File: src/rtl/pid_seq_pkg.sv
// pid_seq shared types, widths and saturation helpers.
// Used by pid_seq and pid_mult.
package pid_seq_pkg;

  typedef enum logic [1:0] {
    IDLE,
    MUL_P,
    MUL_D,
    SUM
  } state_e;

  localparam int ERR_W  = 11;
  localparam int PROD_W = 17;
  localparam int PID_W  = 16;

  localparam logic signed [11:0] D_SAT_MAX = 12'sd127;
  localparam logic signed [11:0] D_SAT_MIN = -12'sd128;
  localparam logic signed [17:0] PID_MAX   = 18'sd32767;
  localparam logic signed [17:0] PID_MIN   = -18'sd32768;

  function automatic logic signed [7:0] sat8(
    input logic signed [11:0] v
  );
    if (v > D_SAT_MAX)      return D_SAT_MAX[7:0];
    else if (v < D_SAT_MIN) return D_SAT_MIN[7:0];
    else                    return v[7:0];
  endfunction

  function automatic logic signed [PID_W-1:0] sat16(
    input logic signed [17:0] v
  );
    if (v > PID_MAX)      return PID_MAX[PID_W-1:0];
    else if (v < PID_MIN) return PID_MIN[PID_W-1:0];
    else                  return v[PID_W-1:0];
  endfunction

endpackage

File: src/rtl/pid_mult.sv
// Shared registered multiplier: signed 11b x unsigned 6b.
// Product is 17b signed, valid one clock after the operands.
module pid_mult
  import pid_seq_pkg::*;
(
  input  logic                     clk,
  input  logic                     rst_n,
  input  logic signed [ERR_W-1:0]  a,
  input  logic [5:0]               b,
  output logic signed [PROD_W-1:0] prod
);

  logic signed [PROD_W-1:0] a_x;
  logic signed [PROD_W-1:0] b_x;
  logic signed [PROD_W-1:0] prod_d;
  logic signed [PROD_W-1:0] prod_q;

  // widen both operands so the product cannot overflow 17 bits
  always_comb begin
    a_x    = {{(PROD_W-ERR_W){a[ERR_W-1]}}, a};
    b_x    = {{(PROD_W-6){1'b0}}, b};
    prod_d = a_x * b_x;
  end

  // product register
  always_ff @(posedge clk or negedge rst_n) begin
    if (!rst_n) prod_q <= '0;
    else        prod_q <= prod_d;
  end

  assign prod = prod_q;

endmodule

File: src/rtl/pid_seq.sv
// PD sequencer: one shared multiplier, P then D, then sum.
// PID_SATCNT_EN adds the sat_cnt clamp-event counter.
module pid_seq
  import pid_seq_pkg::*;
#(
  parameter logic [5:0] P_COEFF = 6'h08,
  parameter logic [5:0] D_COEFF = 6'h38
) (
  input  logic                    clk,
  input  logic                    rst_n,
  input  logic signed [ERR_W-1:0] err_sat,
  input  logic                    err_vld,
  output logic signed [PID_W-1:0] PID,
  output logic                    pid_vld,
  output logic                    busy
`ifdef PID_SATCNT_EN
  ,
  output logic [7:0]              sat_cnt
`endif
);

  state_e state_q, state_d;
  logic signed [ERR_W-1:0]  cur_q, cur_d;
  logic signed [ERR_W-1:0]  prev_q, prev_d;
  logic signed [ERR_W-1:0]  pend_q, pend_d;
  logic                     pend_vld_q, pend_vld_d;
  logic signed [ERR_W:0]    diff_q, diff_d;
  logic signed [PROD_W-1:0] p_prod_q, p_prod_d;
  logic signed [PID_W-1:0]  pid_q, pid_d;
  logic                     vld_q, vld_d;
  logic                     busy_q, busy_d;

  logic signed [ERR_W-1:0]  mul_a;
  logic [5:0]               mul_b;
  logic signed [PROD_W-1:0] prod;
  logic signed [PROD_W:0]   sum;
  logic signed [7:0]        d_sat;
  logic                     load;
  logic signed [ERR_W-1:0]  src;

  // operand select for the shared multiplier
  always_comb begin
    d_sat = sat8(diff_q);
    if (state_q == MUL_D) begin
      mul_a = {{(ERR_W-8){d_sat[7]}}, d_sat};
      mul_b = D_COEFF;
    end else begin
      mul_a = cur_q;
      mul_b = P_COEFF;
    end
  end

  pid_mult u_mult (
    .clk   (clk),
    .rst_n (rst_n),
    .a     (mul_a),
    .b     (mul_b),
    .prod  (prod)
  );

  // next-state, sample loading and sum/saturate
  always_comb begin
    state_d    = state_q;
    cur_d      = cur_q;
    prev_d     = prev_q;
    pend_d     = pend_q;
    pend_vld_d = pend_vld_q;
    diff_d     = diff_q;
    p_prod_d   = p_prod_q;
    pid_d      = pid_q;
    vld_d      = 1'b0;
    busy_d     = busy_q;
    load       = 1'b0;
    src        = err_sat;
    sum        = {p_prod_q[PROD_W-1], p_prod_q}
               + {prod[PROD_W-1], prod};
    unique case (state_q)
      IDLE: begin
        if (err_vld) load = 1'b1;
      end
      MUL_P: begin
        if (err_vld) begin
          pend_d     = err_sat;
          pend_vld_d = 1'b1;
        end
        state_d = MUL_D;
      end
      MUL_D: begin
        if (err_vld) begin
          pend_d     = err_sat;
          pend_vld_d = 1'b1;
        end
        p_prod_d = prod;
        state_d  = SUM;
      end
      SUM: begin
        pid_d = sat16(sum);
        vld_d = 1'b1;
        if (err_vld || pend_vld_q) begin
          load       = 1'b1;
          src        = err_vld ? err_sat : pend_q;
          pend_vld_d = 1'b0;
        end else begin
          state_d = IDLE;
          busy_d  = 1'b0;
        end
      end
    endcase
    if (load) begin
      cur_d   = src;
      diff_d  = {src[ERR_W-1], src} - {prev_q[ERR_W-1], prev_q};
      prev_d  = src;
      busy_d  = 1'b1;
      state_d = MUL_P;
    end
  end

  // state and datapath registers
  always_ff @(posedge clk or negedge rst_n) begin
    if (!rst_n) begin
      state_q    <= IDLE;
      cur_q      <= '0;
      prev_q     <= '0;
      pend_q     <= '0;
      pend_vld_q <= 1'b0;
      diff_q     <= '0;
      p_prod_q   <= '0;
      pid_q      <= '0;
      vld_q      <= 1'b0;
      busy_q     <= 1'b0;
    end else begin
      state_q    <= state_d;
      cur_q      <= cur_d;
      prev_q     <= prev_d;
      pend_q     <= pend_d;
      pend_vld_q <= pend_vld_d;
      diff_q     <= diff_d;
      p_prod_q   <= p_prod_d;
      pid_q      <= pid_d;
      vld_q      <= vld_d;
      busy_q     <= busy_d;
    end
  end

  assign PID     = pid_q;
  assign pid_vld = vld_q;
  assign busy    = busy_q;

`ifdef PID_SATCNT_EN
  logic [7:0] cnt_q, cnt_d;
  logic       sat_hit;

  // count clamp events, sticky at 255
  always_comb begin
    cnt_d   = cnt_q;
    sat_hit = (sum > PID_MAX) || (sum < PID_MIN);
    if (state_q == SUM && sat_hit && cnt_q != 8'hFF)
      cnt_d = cnt_q + 8'd1;
  end

  // clamp counter register
  always_ff @(posedge clk or negedge rst_n) begin
    if (!rst_n) cnt_q <= '0;
    else        cnt_q <= cnt_d;
  end

  assign sat_cnt = cnt_q;
`endif

endmodule

File: config.mk
export PLATFORM = sky130hd
export DESIGN_NAME = pid_seq
export DESIGN_NICKNAME = d
export VERILOG_FILES = /design/src/rtl/pid_seq_pkg.sv /design/src/rtl/pid_mult.sv /design/src/rtl/pid_seq.sv
export SDC_FILE = /design/constraint.sdc
export NUM_CORES = 1
export LEC_CHECK = 0
export ABC_AREA = 1
export CAP_MARGIN = 20
export CORE_UTILIZATION = 45
export CTS_CLUSTER_SIZE = 14
export DETAILED_ROUTE_END_ITERATION = 6
export DONT_BUFFER_PORTS = 1
export GPL_ROUTABILITY_DRIVEN = 0
export PLACE_DENSITY = 0.65
export SYNTH_ARGS = -nofsm -noshare
export SYNTH_HDL_FRONTEND = slang
export SYNTH_SLANG_ARGS = --single-unit
File: constraint.sdc
create_clock -name clk -period 6 [get_ports clk]
set_input_delay 0 -clock clk [delete_from_list [all_inputs] [get_ports clk]]
set_output_delay 0 -clock clk [all_outputs]
set_load 0.01 [all_outputs]
==> qor.csv, run 1 <==
stage,metric,value,unit
status,outcome,finished clean,
flow_run,maxCapViolCount,0,
critical_path,critPathRequiredTime,6.26,ns
cts,clk_latency,0.34,ns
logic_synthesis,async_flop_share,1.00,
logic_synthesis,syn_avg_cell_area,7.92,µm²
placement,dp_hpwl,8380,µm
grt,grt_pass1_wl,19400,µm
logic_synthesis,synthAdderAreaFrac,0.191,
floorplan,die_y,115,µm
logic_synthesis,synth_top_family_by_area,simple AND/OR/NAND/NOR gates,
timing,hold_viol_final,0,
cts,path_clk_slew,0.06,ns
critical_path,path_max_fanout,23,
logic_synthesis,synth-compound-area-share,0.123,
cts,cts_tree,done,
floorplan,start_util,0.461,
logic_synthesis,synth_seq_cells,81,
critical_path,path_cells,inv_1 > ha_1 > inv_2 > o41ai_4 > nand2_1 > o21ai_0 > nor2_1 > ha_1 > inv_1 > fa_1 > inv_1 > ha_1 > ha_1 > ha_1 > inv_1 > fa_1 > o21ai_0 > nand4_1 > o211ai_1 > xor2_1,
routing,viasPerCell,5.03,
layout,n_antenna_cell,0,
placement,dp_slack,1.23,ns
hold_path,min_path_type,input pin to flop,
routing,dr.pass1.iters,4,
grt,track_usage,0.184,
logic_synthesis,synth_edf_count,0,
cts,clockBufferDepth,2,
floorplan,core_area,12600,µm²
cts,post_cts_resized,0,
logic_synthesis,synth_area_leaders,"dfrtp_1 (35%), ha_1 (15%), nand2_1 (14%)",
layout,area_delta_synth_final,10.4,%
logic_synthesis,synthMuxAreaShare,0.00346,
timing,period_share,0.802,
timing,hold_slack,0.0664,ns
logic_synthesis,syn_inst,731,
routing,vias,4603,
logic_synthesis,syn-cell-area,5790,µm²
timing,setup_viol,0,
critical_path,regToRegSetupSlack,1.19,ns
routing,detail-route-antenna-nets,0,
cts,cts_sinks,81,
logic_synthesis,yosysMostFrequentCell,nand2_1,
routing,drtIter0Drc,160,
layout,final_nets,834,
timing,fmax,0.208,GHz
timing,layout_setup_ws,1.19,ns
logic_synthesis,synth_xor_area_frac,0.0393,
grt,grt_pass1_vias,4514,
floorplan,design.portCount,32,
timing,skew,0.00777,ns
routing,finalWirelength,11200,µm
logic_synthesis,synth_cell_types,39,
critical_path,crit_path_start_kind,flop,
timing,maxSlewViolCount,0,
critical_path,end_kind,flop,
layout,drive_gt1_frac,0.0591,
critical_path,critPathSlowestCell,o41ai_4,
critical_path,slowest_delay,0.56,ns
logic_synthesis,synth_ff_type,dfrtp_1,
timing,max_slew_margin,0.341,
logic_synthesis,synth.cells.most_frequent,"nand2_1 (215), dfrtp_1 (81), inv_1 (80)",
cts,htreeDepth,3,
placement,port-buffer-count,0,
cts,tritoncts.num_buffers,9,
grt,overflow,0,
floorplan,die_w,115,µm
grt,antenna_found_initial,0,
floorplan,placementRows,41,
logic_synthesis,netlist.top_cell.by_area,dfrtp_1,
timing,rsz0062_at_grt,no,
cts,cts-root-buf,clkbuf_16,
logic_synthesis,synth_simple_gate_area_frac,0.218,
timing,finalCriticalPeriod,4.81,ns
layout,fin_util,0.509,
critical_path,crit_top_cell,ha_1,
critical_path,crit_type,flop to flop,
grt,grt_max_degree,82,
logic_synthesis,syn-num-nets,826,
timing,tns,0,ns
routing,drc_errors,0,
floorplan,die_area,13300,µm²
logic_synthesis,ys.warnings.count,0,
logic_synthesis,ys_seq_area_frac,0.350,
routing,wl_per_cell,12.2,µm
critical_path,arrival,5.07,ns
timing,worst_pin_slew,0.988,ns
logic_synthesis,yosysTopAreaCellShare,0.350,
-- metal layers --
layer	global-route usage	up-vias	wire, µm
met2	0.341	46	5710
met3	0.0455	13	300
met4	0.0519	0	137
li1	-	2373	-
met5	0	-	0
met1	0.209	2171	5060
-- timing repair --
action                                 4_1_cts  5_1_grt
buffers inserted                             0        0
endpoints found under the hold margin      105        0
hold buffers                                17        0
-- through the flow --
stage                     area [µm²]  cells
after floorplan                 5790    731
after global placement          5900    883
after detailed placement        5900    883
after CTS                       6390    916
after global routing            6390    916
final                           6390    916
-- logic make-up after synthesis --
group,Yosys count
adder cells (fa/ha/maj),81
multiplexers,2
AND/OR/NAND/NOR,314
other,1
flip-flops,81
XOR/XNOR,26
buffers and inverters,105
AO/OA/AOI/OAI,121
-- worst max-delay path, delay by kind of cell (launching register included) --
kind                     cells  cell delay, ns
adder cells (fa/ha/maj)      7            2.18
buffers and inverters        5            0.46
AND/OR/NAND/NOR              3            0.32
flip-flops                   1            0.42
AO/OA/AOI/OAI                4            1.19
XOR/XNOR                     1            0.15
-- registers in the layout, summed over array words and instances (netlist names), 2 cells and up --
name         flops
state_q          2
diff_q          12
u_mult.prod     14
PID             14
p_prod_q        14
prev_q          11
pend_q          11
-- area by class of cell --
| type | instances | area [µm²] |
|---|---|---|
| fillers | 1163 | 6170 |
| multi-input cells | 545 | 3330 |
| flip-flops and latches | 81 | 2030 |
| inverters | 83 | 312 |
| clock buffers | 12 | 256 |
| well taps | 172 | 215 |
| repair buffers | 19 | 203 |
| clock inverters | 4 | 51.3 |
-- cells in the final DEF (no fill, tap or decap), types with 2 or more instances in the layout --
| cell | instances |
|---|---|
| o211ai_1 | 2 |
| dlygate4sd3_1 | 16 |
| xor2_1 | 16 |
| xnor2_1 | 10 |
| inv_2 | 3 |
| a21oi_2 | 4 |
| nand2_2 | 7 |
| nor2_1 | 48 |
| nor2_2 | 2 |
| inv_1 | 80 |
| fa_1 | 12 |
| nand4_1 | 3 |
| o21bai_1 | 3 |
| a22oi_1 | 2 |
| clkbuf_8 | 2 |
| o21ai_0 | 62 |
| a21o_1 | 3 |
| a21oi_1 | 28 |
| a211oi_1 | 2 |
| o21ai_1 | 3 |
| mux2i_1 | 2 |
| buf_4 | 2 |
| dfrtp_1 | 81 |
| clkbuf_16 | 9 |
| nand2_1 | 215 |
| nand3_1 | 32 |
| nor3_1 | 2 |
| o21ai_2 | 8 |
| ha_1 | 69 |
-- final timing paths --
kind | depth (start not counted) | from | to
hold / removal | 6 | err_sat[2] | prev_q[2]
setup / recovery | 20 | state_q[0] | u_mult.prod[15]
setup reg to reg | 20 | state_q[0] | u_mult.prod[15]
min in group asynchronous | 2 | rst_n | p_prod_q[13]
hold reg to reg | 2 | p_prod_q[8] | p_prod_q[8]
max in group asynchronous | 2 | rst_n | diff_q[10]
Power of run 1 is left out: the tool's default activity adds up to more than one toggle a clock period on the data nets, which glitch-free logic cannot reach.
==> inputs of run 2 (changes only) <==
- PLACE_DENSITY: 0.65 -> 0.67
- clock period: 6 -> 4.4 ns (I/O delays scaled with it)
==> qor.csv, run 2 (synthesis results as in run 1) <==
stage,metric,value,unit
critical_path,rr_endpoint,u_mult.prod[16],
routing,wl_met1,5090,µm
grt,track_usage,0.188,
cts,clk_latency,0.34,ns
routing,wl_per_cell,12.5,µm
cts,htreeDepth,3,
layout,seq_area,2030,µm²
timing,fmax,0.238,GHz
cts,clockBufferDepth,2,
timing,worst_pin_slew,1.01,ns
layout,final_nets,842,
routing,met3_wirelength,388,µm
routing,wl_met2,5860,µm
layout,fillers,1162,
critical_path,end_kind,flop,
critical_path,arrival,4.43,ns
critical_path,crit_path_start_kind,flop,
layout,final_cell_mix,"nand2_1 (214), dfrtp_1 (81), inv_1 (79), ha_1 (66), o21ai_0 (58)",
timing,hold_viol_final,0,
timing,setup_viol,0,
timing,max_slew_margin,0.329,
cts,cts_sinks,81,
timing,period_share,0.956,
routing,viasPerCell,5.06,
placement,port-buffer-count,0,
layout,drive_gt1_frac,0.0851,
critical_path,setup.worst_path.end,u_mult.prod[16],
timing,maxSlewViolCount,0,
timing,finalCriticalPeriod,4.21,ns
layout,n_antenna_cell,0,
routing,top_layer_used,met4,
grt,overflow,0,
floorplan,die_y,115,µm
floorplan,core_area,12600,µm²
hold_path,min_path_type,input pin to flop,
grt,grt_max_degree,82,
layout,final_common_cell,nand2_1,
critical_path,reg2reg_depth,23,
critical_path,critPathRequiredTime,4.63,ns
floorplan,placementRows,41,
grt,grt_pass1_vias,4631,
routing,vias,4677,
critical_path,path_max_fanout,5,
critical_path,crit_type,flop to flop,
critical_path,r2r-start,state_q[0],
grt,grt_pass1_wl,20100,µm
routing,finalWirelength,11600,µm
placement,placed_cell_area,5940,µm²
cts,tritoncts.num_buffers,9,
cts,cts_tree,done,
timing,skew,0.00820,ns
critical_path,worstSetupStartpoint,state_q[0],
floorplan,design.portCount,32,
layout,multi_input_area,3390,µm²
layout,area_delta_synth_final,12.6,%
flow_run,maxCapViolCount,0,
routing,drtIter0Drc,171,
floorplan,die_area,13300,µm²
routing,detail-route-antenna-nets,0,
cts,path_clk_slew,0.06,ns
grt,antenna_found_initial,0,
placement,dp_hpwl,8750,µm
status,outcome,finished clean,
routing,dr.pass1.iters,4,
layout,finish.instance_area,6520,µm²
critical_path,regToRegSetupSlack,0.19,ns
routing,drc_errors,0,
cts,cts-root-buf,clkbuf_16,
floorplan,die_w,115,µm
floorplan,start_util,0.461,
[run 2: area by class of cell]
class | count | area share
Multi-Input combinational cell | 545 | 0.519
Sequential cell | 81 | 0.311
Inverter | 83 | 0.0478
Clock buffer | 12 | 0.0409
Timing Repair Buffer | 27 | 0.0405
Tap cell | 172 | 0.0330
Clock inverter | 4 | 0.00767
[run 2: per-stage QoR]
step | worst slack (ns) | hold WS [ns] | TNS [ns] | utilization | std cells
3_5_place_dp | -0.0345 | -0.292 | -0.0547 | 0.472 | 888
4_1_cts | 0.00158 | 0.0545 | 0 | 0.512 | 920
5_1_grt | -0.0318 | 0.142 | -0.0318 | 0.519 | 924
3_3_place_gp | 0.104 | -0.292 | 0 | 0.472 | 888
2_1_floorplan | 0.103 | -0.296 | 0 | - | 731
6_report | 0.194 | 0.0492 | 0 | 0.519 | 924
[run 2: layer usage]
layer  GRT usage  up-vias
met1       0.219     2187
met4      0.0641        0
met3      0.0439       22
met2       0.339       75
li1            -     2393
met5           0        -
[run 2: critical path, cell delays in order, from the launching register on]
cell	delay (ns)
dfrtp_1	0.40
inv_2	0.09
ha_4	0.15
inv_2	0.05
o41ai_4	0.36
nand2_1	0.11
o21ai_2	0.09
nor2_1	0.10
ha_1	0.28
inv_1	0.05
fa_1	0.53
inv_1	0.04
ha_1	0.29
ha_1	0.32
ha_1	0.28
nand3_1	0.09
nand2_2	0.10
a21oi_1	0.07
o21bai_1	0.22
nand3_1	0.13
nor2_1	0.17
nor2_1	0.06
nand2_1	0.06
nand2_1	0.05
[run 2: what timing repair did]
| item | CTS | global route |
|---|---|---|
| hold buffers | 16 | 0 |
| setup buffers | 0 | 4 |
| hold endpoints to repair | 105 | 0 |
| endpoints found under the setup margin | 2 | 5 |
| cloned | 0 | 0 |
| resized for setup | 1 | 15 |
| pin swaps | 1 | 5 |
[run 2: worst min path at each step]
stage	start	end	slack (ns)	depth (start not counted)
detailed placement	rst_n	p_prod_q[13]	-0.29	0
global route	err_sat[1]	prev_q[1]	0.14	2
global placement	rst_n	p_prod_q[15]	-0.29	0
finish	err_sat[1]	prev_q[1]	0.05	2
CTS	err_sat[1]	prev_q[1]	0.05	2
floorplan	rst_n	PID[10]	-0.30	0
Power of run 2 is left out for the same reason.
